===== src/rtl/hawk_zline_comdecomp.sv =====
// Zero-line-elision page compressor and decompressor between the hawk read/write FIFOs.
// Compression drops all-zero cachelines; decompression re-inserts them from a bitmap.
module hawk_zline_comdecomp #(
  parameter int DATA_W     = 512,
  parameter int LINES      = 64,
  parameter int SIZE_W     = 14,
  parameter int INCOMP_MAX = 48
) (
  input  logic                clk_i,
  input  logic                rst_i,
  input  logic                comp_start,
  input  logic                decomp_start,
  input  logic [LINES-1:0]    decomp_bitmap,
  output logic                busy,
  output logic                comp_done,
  output logic                decomp_done,
  output logic [SIZE_W-1:0]   comp_size,
  output logic [LINES-1:0]    comp_bitmap,
  output logic                incompressible,
  output logic                rd_err,
  input  logic                rd_valid,
  output logic                rd_ready,
  input  logic [DATA_W-1:0]   rd_data,
  input  logic [1:0]          rd_rresp,
  output logic                wr_valid,
  input  logic                wr_ready,
  output logic [DATA_W-1:0]   wr_data,
  output logic [DATA_W/8-1:0] wr_strb
);

  localparam int IDXW  = $clog2(LINES);
  localparam int LCW   = IDXW + 1;
  localparam int BYTES = DATA_W / 8;

  typedef enum logic [1:0] {IDLE, COMP, DECOMP, DONE} state_t;

  state_t              state_q, state_d;
  logic                mode_comp_q, mode_comp_d;
  logic [LCW-1:0]      line_cnt_q, line_cnt_d;
  logic [LCW-1:0]      nz_cnt_q, nz_cnt_d;
  logic [LINES-1:0]    bitmap_q, bitmap_d;
  logic [SIZE_W-1:0]   comp_size_q, comp_size_d;
  logic [LINES-1:0]    comp_bitmap_q, comp_bitmap_d;
  logic                incomp_q, incomp_d;
  logic                rd_err_q, rd_err_d;

  logic [IDXW-1:0]     line_idx;
  logic                line_zero;
  logic                step;
  logic                rresp_unused;

  assign line_idx     = line_cnt_q[IDXW-1:0];
  assign line_zero    = (rd_data == '0);
  assign rresp_unused = rd_rresp[0];

  always_comb begin
    state_d       = state_q;
    mode_comp_d   = mode_comp_q;
    line_cnt_d    = line_cnt_q;
    nz_cnt_d      = nz_cnt_q;
    bitmap_d      = bitmap_q;
    comp_size_d   = comp_size_q;
    comp_bitmap_d = comp_bitmap_q;
    incomp_d      = incomp_q;
    rd_err_d      = rd_err_q;
    rd_ready      = 1'b0;
    wr_valid      = 1'b0;
    wr_data       = '0;
    step          = 1'b0;

    case (state_q)
      IDLE: begin
        if (comp_start) begin
          state_d     = COMP;
          mode_comp_d = 1'b1;
          line_cnt_d  = '0;
          nz_cnt_d    = '0;
          rd_err_d    = 1'b0;
          bitmap_d    = '0;
        end else if (decomp_start) begin
          state_d     = DECOMP;
          mode_comp_d = 1'b0;
          line_cnt_d  = '0;
          nz_cnt_d    = '0;
          rd_err_d    = 1'b0;
          bitmap_d    = decomp_bitmap;
        end
      end
      COMP: begin
        // zero lines are swallowed even when the write FIFO is full
        rd_ready = (rd_valid && line_zero) || wr_ready;
        wr_valid = rd_valid && !line_zero;
        wr_data  = rd_data;
        if (rd_valid && rd_ready) begin
          step               = 1'b1;
          bitmap_d[line_idx] = line_zero;
          nz_cnt_d           = nz_cnt_q + {{(LCW-1){1'b0}}, !line_zero};
          if (rd_rresp[1]) rd_err_d = 1'b1;
        end
      end
      DECOMP: begin
        if (bitmap_q[line_idx]) begin
          wr_valid = 1'b1;
          step     = wr_ready;
        end else begin
          wr_valid = rd_valid;
          rd_ready = wr_ready;
          wr_data  = rd_data;
          if (rd_valid && wr_ready) begin
            step = 1'b1;
            if (rd_rresp[1]) rd_err_d = 1'b1;
          end
        end
      end
      DONE: state_d = IDLE;
      default: state_d = IDLE;
    endcase

    if (step) begin
      line_cnt_d = line_cnt_q + LCW'(1);
      if (line_cnt_q == LCW'(LINES - 1)) begin
        state_d = DONE;
        if (state_q == COMP) begin
          comp_size_d   = SIZE_W'(nz_cnt_d) * SIZE_W'(BYTES);
          comp_bitmap_d = bitmap_d;
          incomp_d      = (32'(nz_cnt_d) > INCOMP_MAX);
        end
      end
    end
  end

  always_ff @(posedge clk_i) begin
    if (rst_i) begin
      state_q       <= IDLE;
      mode_comp_q   <= 1'b0;
      line_cnt_q    <= '0;
      nz_cnt_q      <= '0;
      bitmap_q      <= '0;
      comp_size_q   <= '0;
      comp_bitmap_q <= '0;
      incomp_q      <= 1'b0;
      rd_err_q      <= 1'b0;
    end else begin
      state_q       <= state_d;
      mode_comp_q   <= mode_comp_d;
      line_cnt_q    <= line_cnt_d;
      nz_cnt_q      <= nz_cnt_d;
      bitmap_q      <= bitmap_d;
      comp_size_q   <= comp_size_d;
      comp_bitmap_q <= comp_bitmap_d;
      incomp_q      <= incomp_d;
      rd_err_q      <= rd_err_d;
    end
  end

  assign busy           = (state_q != IDLE);
  assign comp_done      = (state_q == DONE) && mode_comp_q;
  assign decomp_done    = (state_q == DONE) && !mode_comp_q;
  assign comp_size      = comp_size_q;
  assign comp_bitmap    = comp_bitmap_q;
  assign incompressible = incomp_q;
  assign rd_err         = rd_err_q;
  assign wr_strb        = '1;

endmodule


===== config.mk =====
export PLATFORM = sky130hd
export DESIGN_NAME = hawk_zline_comdecomp
export DESIGN_NICKNAME = d
export VERILOG_FILES = /design/src/rtl/hawk_zline_comdecomp.sv
export SDC_FILE = /design/constraint.sdc
export NUM_CORES = 1
export LEC_CHECK = 0
export BUFFER_PORTS_ARGS = -buffer_cell sky130_fd_sc_hd__buf_2
export CAP_MARGIN = 10
export CORE_AREA = 10 10 470 472
export CTS_CLUSTER_SIZE = 16
export DETAILED_ROUTE_END_ITERATION = 7
export DIE_AREA = 0 0 480 482
export RECOVER_POWER = 25
export SYNTH_ARGS = -nofsm -noshare
export SYNTH_HDL_FRONTEND = slang
export SYNTH_SLANG_ARGS = --single-unit

===== constraint.sdc =====
create_clock -name clk_i -period 2.85 [get_ports clk_i]
set_input_delay 0.1425 -clock clk_i [delete_from_list [all_inputs] [get_ports clk_i]]
set_output_delay 0.1425 -clock clk_i [all_outputs]
set_load 0.03 [all_outputs]

==> metrics.md <==
| Metric | Value |
|---|---|
| Routed Antenna Nets | `0` |
| Synth top area share | `25.2%` |
| Post-synthesis mux area share | `approximately 2.1%` |
| Num CTS Buffers | `17` |
| Fin worst setup slack | `-0.998 ns` |
| Period utilisation layout | `135%` |
| Crit path required time | `between 2 and 3 ns` |
| Die area | `between 0.2 and 0.25 mm²` |
| CP endpoint kind | `output port` |
| DRT iter0 DRCs | `2535` |
| Share of flip-flops with an asynchronous set or reset | `0%` |
| RSZ-0062 raised after global routing | `yes` |
| Run status | `finished with violations` |
| Synth Flop Type | `dfxtp_1` |
| Largest net degree at the start of global routing | `103` |
| Root Buffer | `clkbuf_16` |
| Worst Reg-to-Reg Cells | `16` |
| Compound-Gate Fraction of Synth Area | `between 15 and 20%` |
| Via count | `23200` |
| Largest family of logic cells by synthesized area | `simple AND/OR/NAND/NOR gates` |
| Routed WL per cell | `38.0 µm` |
| Reg2reg start | `line_cnt_q[1]$_SDFFE_PP0P_` |
| I/O pin count | `around 1200` |
| First-pass GRT wire length | `291000 µm` |
| Pre-Repair DR Iteration Count | `8` |
| Cells on Worst Hold Path | `3` |
| Setup TNS | `-565.26 ns` |
| Final non-filler cell total | `6373` |
| Crit-path cells | `buf_12 > mux2_2 > a221oi_1 > o22ai_1 > a2bb2oi_1 > nand4_1 > or2_1 > a21oi_4 > buf_12 > buf_12 > buf_12 > and2_1 > buf_2` |
| Synth Area in Simple Gates | `45.1%` |
| Syn-to-layout area delta | `170%` |
| Sequential-to-total area share from yosys stat | `23.9%` |
| Internal reg-to-reg setup slack | `-0.49 ns` |
| Clock skew | `0.0127 ns` |
| Failing checks | `design-rule violations, negative setup slack` |
| Tmin final | `around 3.8 ns` |
| Share of cells above drive strength 1 | `71.5%` |
| Synth top area cells | `and2_1 (25%), dfxtp_1 (24%), nor4_1 (6.7%), buf_4 (4.7%), nor2_1 (4.6%)` |
| LEAKAGE | `~15 nW` |
| Initial cell density of the core | `6.10%` |
| Adder-Cell Fraction of Synth Area | `0.777%` |
| Yosys warning count | `0` |
| Fillers | `23800` |
| Synthesized flop and latch total | `154` |
| Xor and xnor fraction of the mapped netlist area | `0.136%` |
| Clk sinks | `154` |
| # Max-Cap Violations | `0` |
| Vias in the first global route | `22600` |
| Yosys cell types | `69` |
| Placement Setup Slack | `-2.36 ns` |
| Clk pin slew, worst setup/hold paths | `0.06 ns` |
| NumNets Final | `about 4000` |
| Pwr Total | `17.5 mW` |
| Number of vias per cell | `approximately 3.6` |
| GRT Total Usage | `19.7%` |
| Final setup viols | `667` |
| HP Start | `decomp_bitmap[39]` |
| Core area | `0.211 mm²` |
| Drc violations | `1` |
| TritonCTS clock tree | `done` |
| Slowest-stage cell, CP | `dfxtp_4` |
| Placement Rows | `169` |
| Max Clk Rate | `260 MHz` |
| Slowest stage delay, CP | `0.41 ns` |
| PD cells | `502 mW/mm²` |
| Worst Path Max Fanout | `31` |
| Die W | `480 µm` |
| Startpoint types | `register` |
| Final Util | `16.5%` |
| CP dominant cell by count | `buf_12` |
| Synthesized area | `0.0129 mm²` |
| Initial antenna violation count | `142` |
| Least-Margin Pin Slew | `0.905 ns` |
| Port Buffers | `about 1200` |
| FF-to-FF End | `comp_bitmap[39]$_SDFFE_PP0P_` |
| CP arrival | `between 3 and 4 ns` |
| Placed cells | `6152` |
| Min-Delay Endpoint | `bitmap_q[39]$_SDFF_PP0_` |
| Cells after synthesis | `1769` |
| Number of flops mapped to enable cells by yosys | `0` |
| DRT Wirelength | `242000 µm` |
| Worst min path class | `input port to register` |
| Worst skew pair latency | `0.45 ns` |
| Die H | `just under 500 µm` |
| GP Congestion | `1.09` |
| Clock tree buffer depth | `2` |
| Maximum vdd drop | `between 400 and 500 µV` |
| Max Slew Vio Count | `0` |
| Synth Area per Inst | `approximately 7.3 µm²` |
| Post-synth top cells | `and2_1 (518), nor2_1 (158), dfxtp_1 (154)` |
| Worst Setup Path Type | `register to output port` |
| GR Overflow Total | `0` |
| # H-tree levels | `4` |
| Leading area contributor after synthesis | `and2_1` |
| DP HPWL | `218000 µm` |
| Final hold vios | `0` |
| Count leader, synth | `and2_1` |
| Slew HR | `39.7%` |
[how the worst max path moves through the flow]
| stage | from | end | slack, ns | depth (start not counted) |
|---|---|---|---|---|
| finish | line_cnt_q[1]$_SDFFE_PP0P_ | wr_data[374] | -1.0 | 13 |
| global placement | rd_data[353] | incompressible$_SDFFE_PP0P_ | -2.54 | 17 |
| CTS | line_cnt_q[1]$_SDFFE_PP0P_ | wr_data[7] | -1.07 | 14 |
| floorplan | line_cnt_q[1]$_SDFFE_PP0P_ | wr_data[299] | 0.006 | 11 |
| detailed placement | rd_data[463] | incompressible$_SDFFE_PP0P_ | -2.36 | 18 |
| global route | line_cnt_q[1]$_SDFFE_PP0P_ | wr_data[376] | -1.08 | 12 |
[state kept, by name, summed over array words and instances, names as in the netlist]
signal and count:
bitmap_q 64, comp_bitmap 64, comp_size 7, line_cnt_q 7, nz_cnt_q 7, state_q 2
incompressible 1, mode_comp_q 1, rd_err 1
[cell families (layout without fill, tap and decap cells)]
group / after synthesis / count (layout)
adders and majority gates: 8 / 8
AOI/OAI and AO/OA: 333 / 333
muxes: 20 / 20
buffers and inverters: 235 / 1858
and+or+nand+nor: 1015 / 1015
other: 2 / 162
xor gates and xnor gates: 2 / 2
DFF: 154 / 154
[worst max-delay path: cells and delay by family, from the launching register on]
kind	cells	cell delay, ns
AO/OA/AOI/OAI	4	0.75
flip-flops	1	0.41
AND/OR/NAND/NOR	3	0.65
multiplexers	1	0.35
buffers and inverters	5	1.00
[placed cells by master (no fill, tap or decap), drive strengths merged, types with 17 or more instances in the layout]
cell / synthesis / final
nand4: 38 / 38
clkbuf: 110 / 73
nand2: 45 / 45
a22oi: 66 / 66
and2: 521 / 521
nor4: 138 / 138
diode: 0 / 91
a211oi: 72 / 72
o21ai: 68 / 68
nand3: 70 / 70
dfxtp: 154 / 154
inv: 15 / 17
a31oi: 62 / 62
buf: 108 / 1753
conb: 2 / 71
nor2: 158 / 158
[repair_timing]
action / 4_1_cts / 5_1_grt
hold buffers: 2 / 0
gates cloned: 31 / 1
hold endpoints to repair: 2 / 0
setup buffers: 67 / 1
setup endpoints to repair: 667 / 667
gates resized for setup: 587 / 112
pin swaps: 151 / 16
[per-stage QoR]
stage          instance area, µm²  hold WS (ns)
5_1_grt                     34600       0.00815
3_5_place_dp                29900         0.456
2_1_floorplan               13600         0.303
3_3_place_gp                29800         0.450
6_report                    34800       0.00679
4_1_cts                     34300       0.00228
[layout make-up]
| class | count | area (µm²) | share of cell area, % |
|---|---|---|---|
| antenna | 91 | 228 | 0.654 |
| clock buffer | 21 | 460 | 1.32 |
| timing repair buffer | 1810 | 16400 | 47.1 |
| clock inverter | 10 | 118 | 0.338 |
| tap | 2821 | 3530 | 10.1 |
| sequential | 154 | 3090 | 8.87 |
| multi-input combinational | 1449 | 10900 | 31.4 |
| inverter | 17 | 66.3 | 0.191 |
[where the power goes]
group / leakage [nW] / internal (mW) / switching (mW) / total (mW)
Sequential: 1.25 / 2.26 / 0.104 / 2.36
Combinational: 13.3 / 5.05 / 7.74 / 12.8
Clock: 0.273 / 1.33 / 1.01 / 2.34
[metal layers]
layer	vias to the layer above	wire length, µm	share of wire (%)	track usage, %
li1	9681	-	-	-
met1	11200	89400	37	21.8
met2	1774	101000	42	29.6
met3	396	39300	16	13.6
met4	88	12100	5.0	7.23
met5	-	554	0.23	0
(Power assumes the default switching activity.)
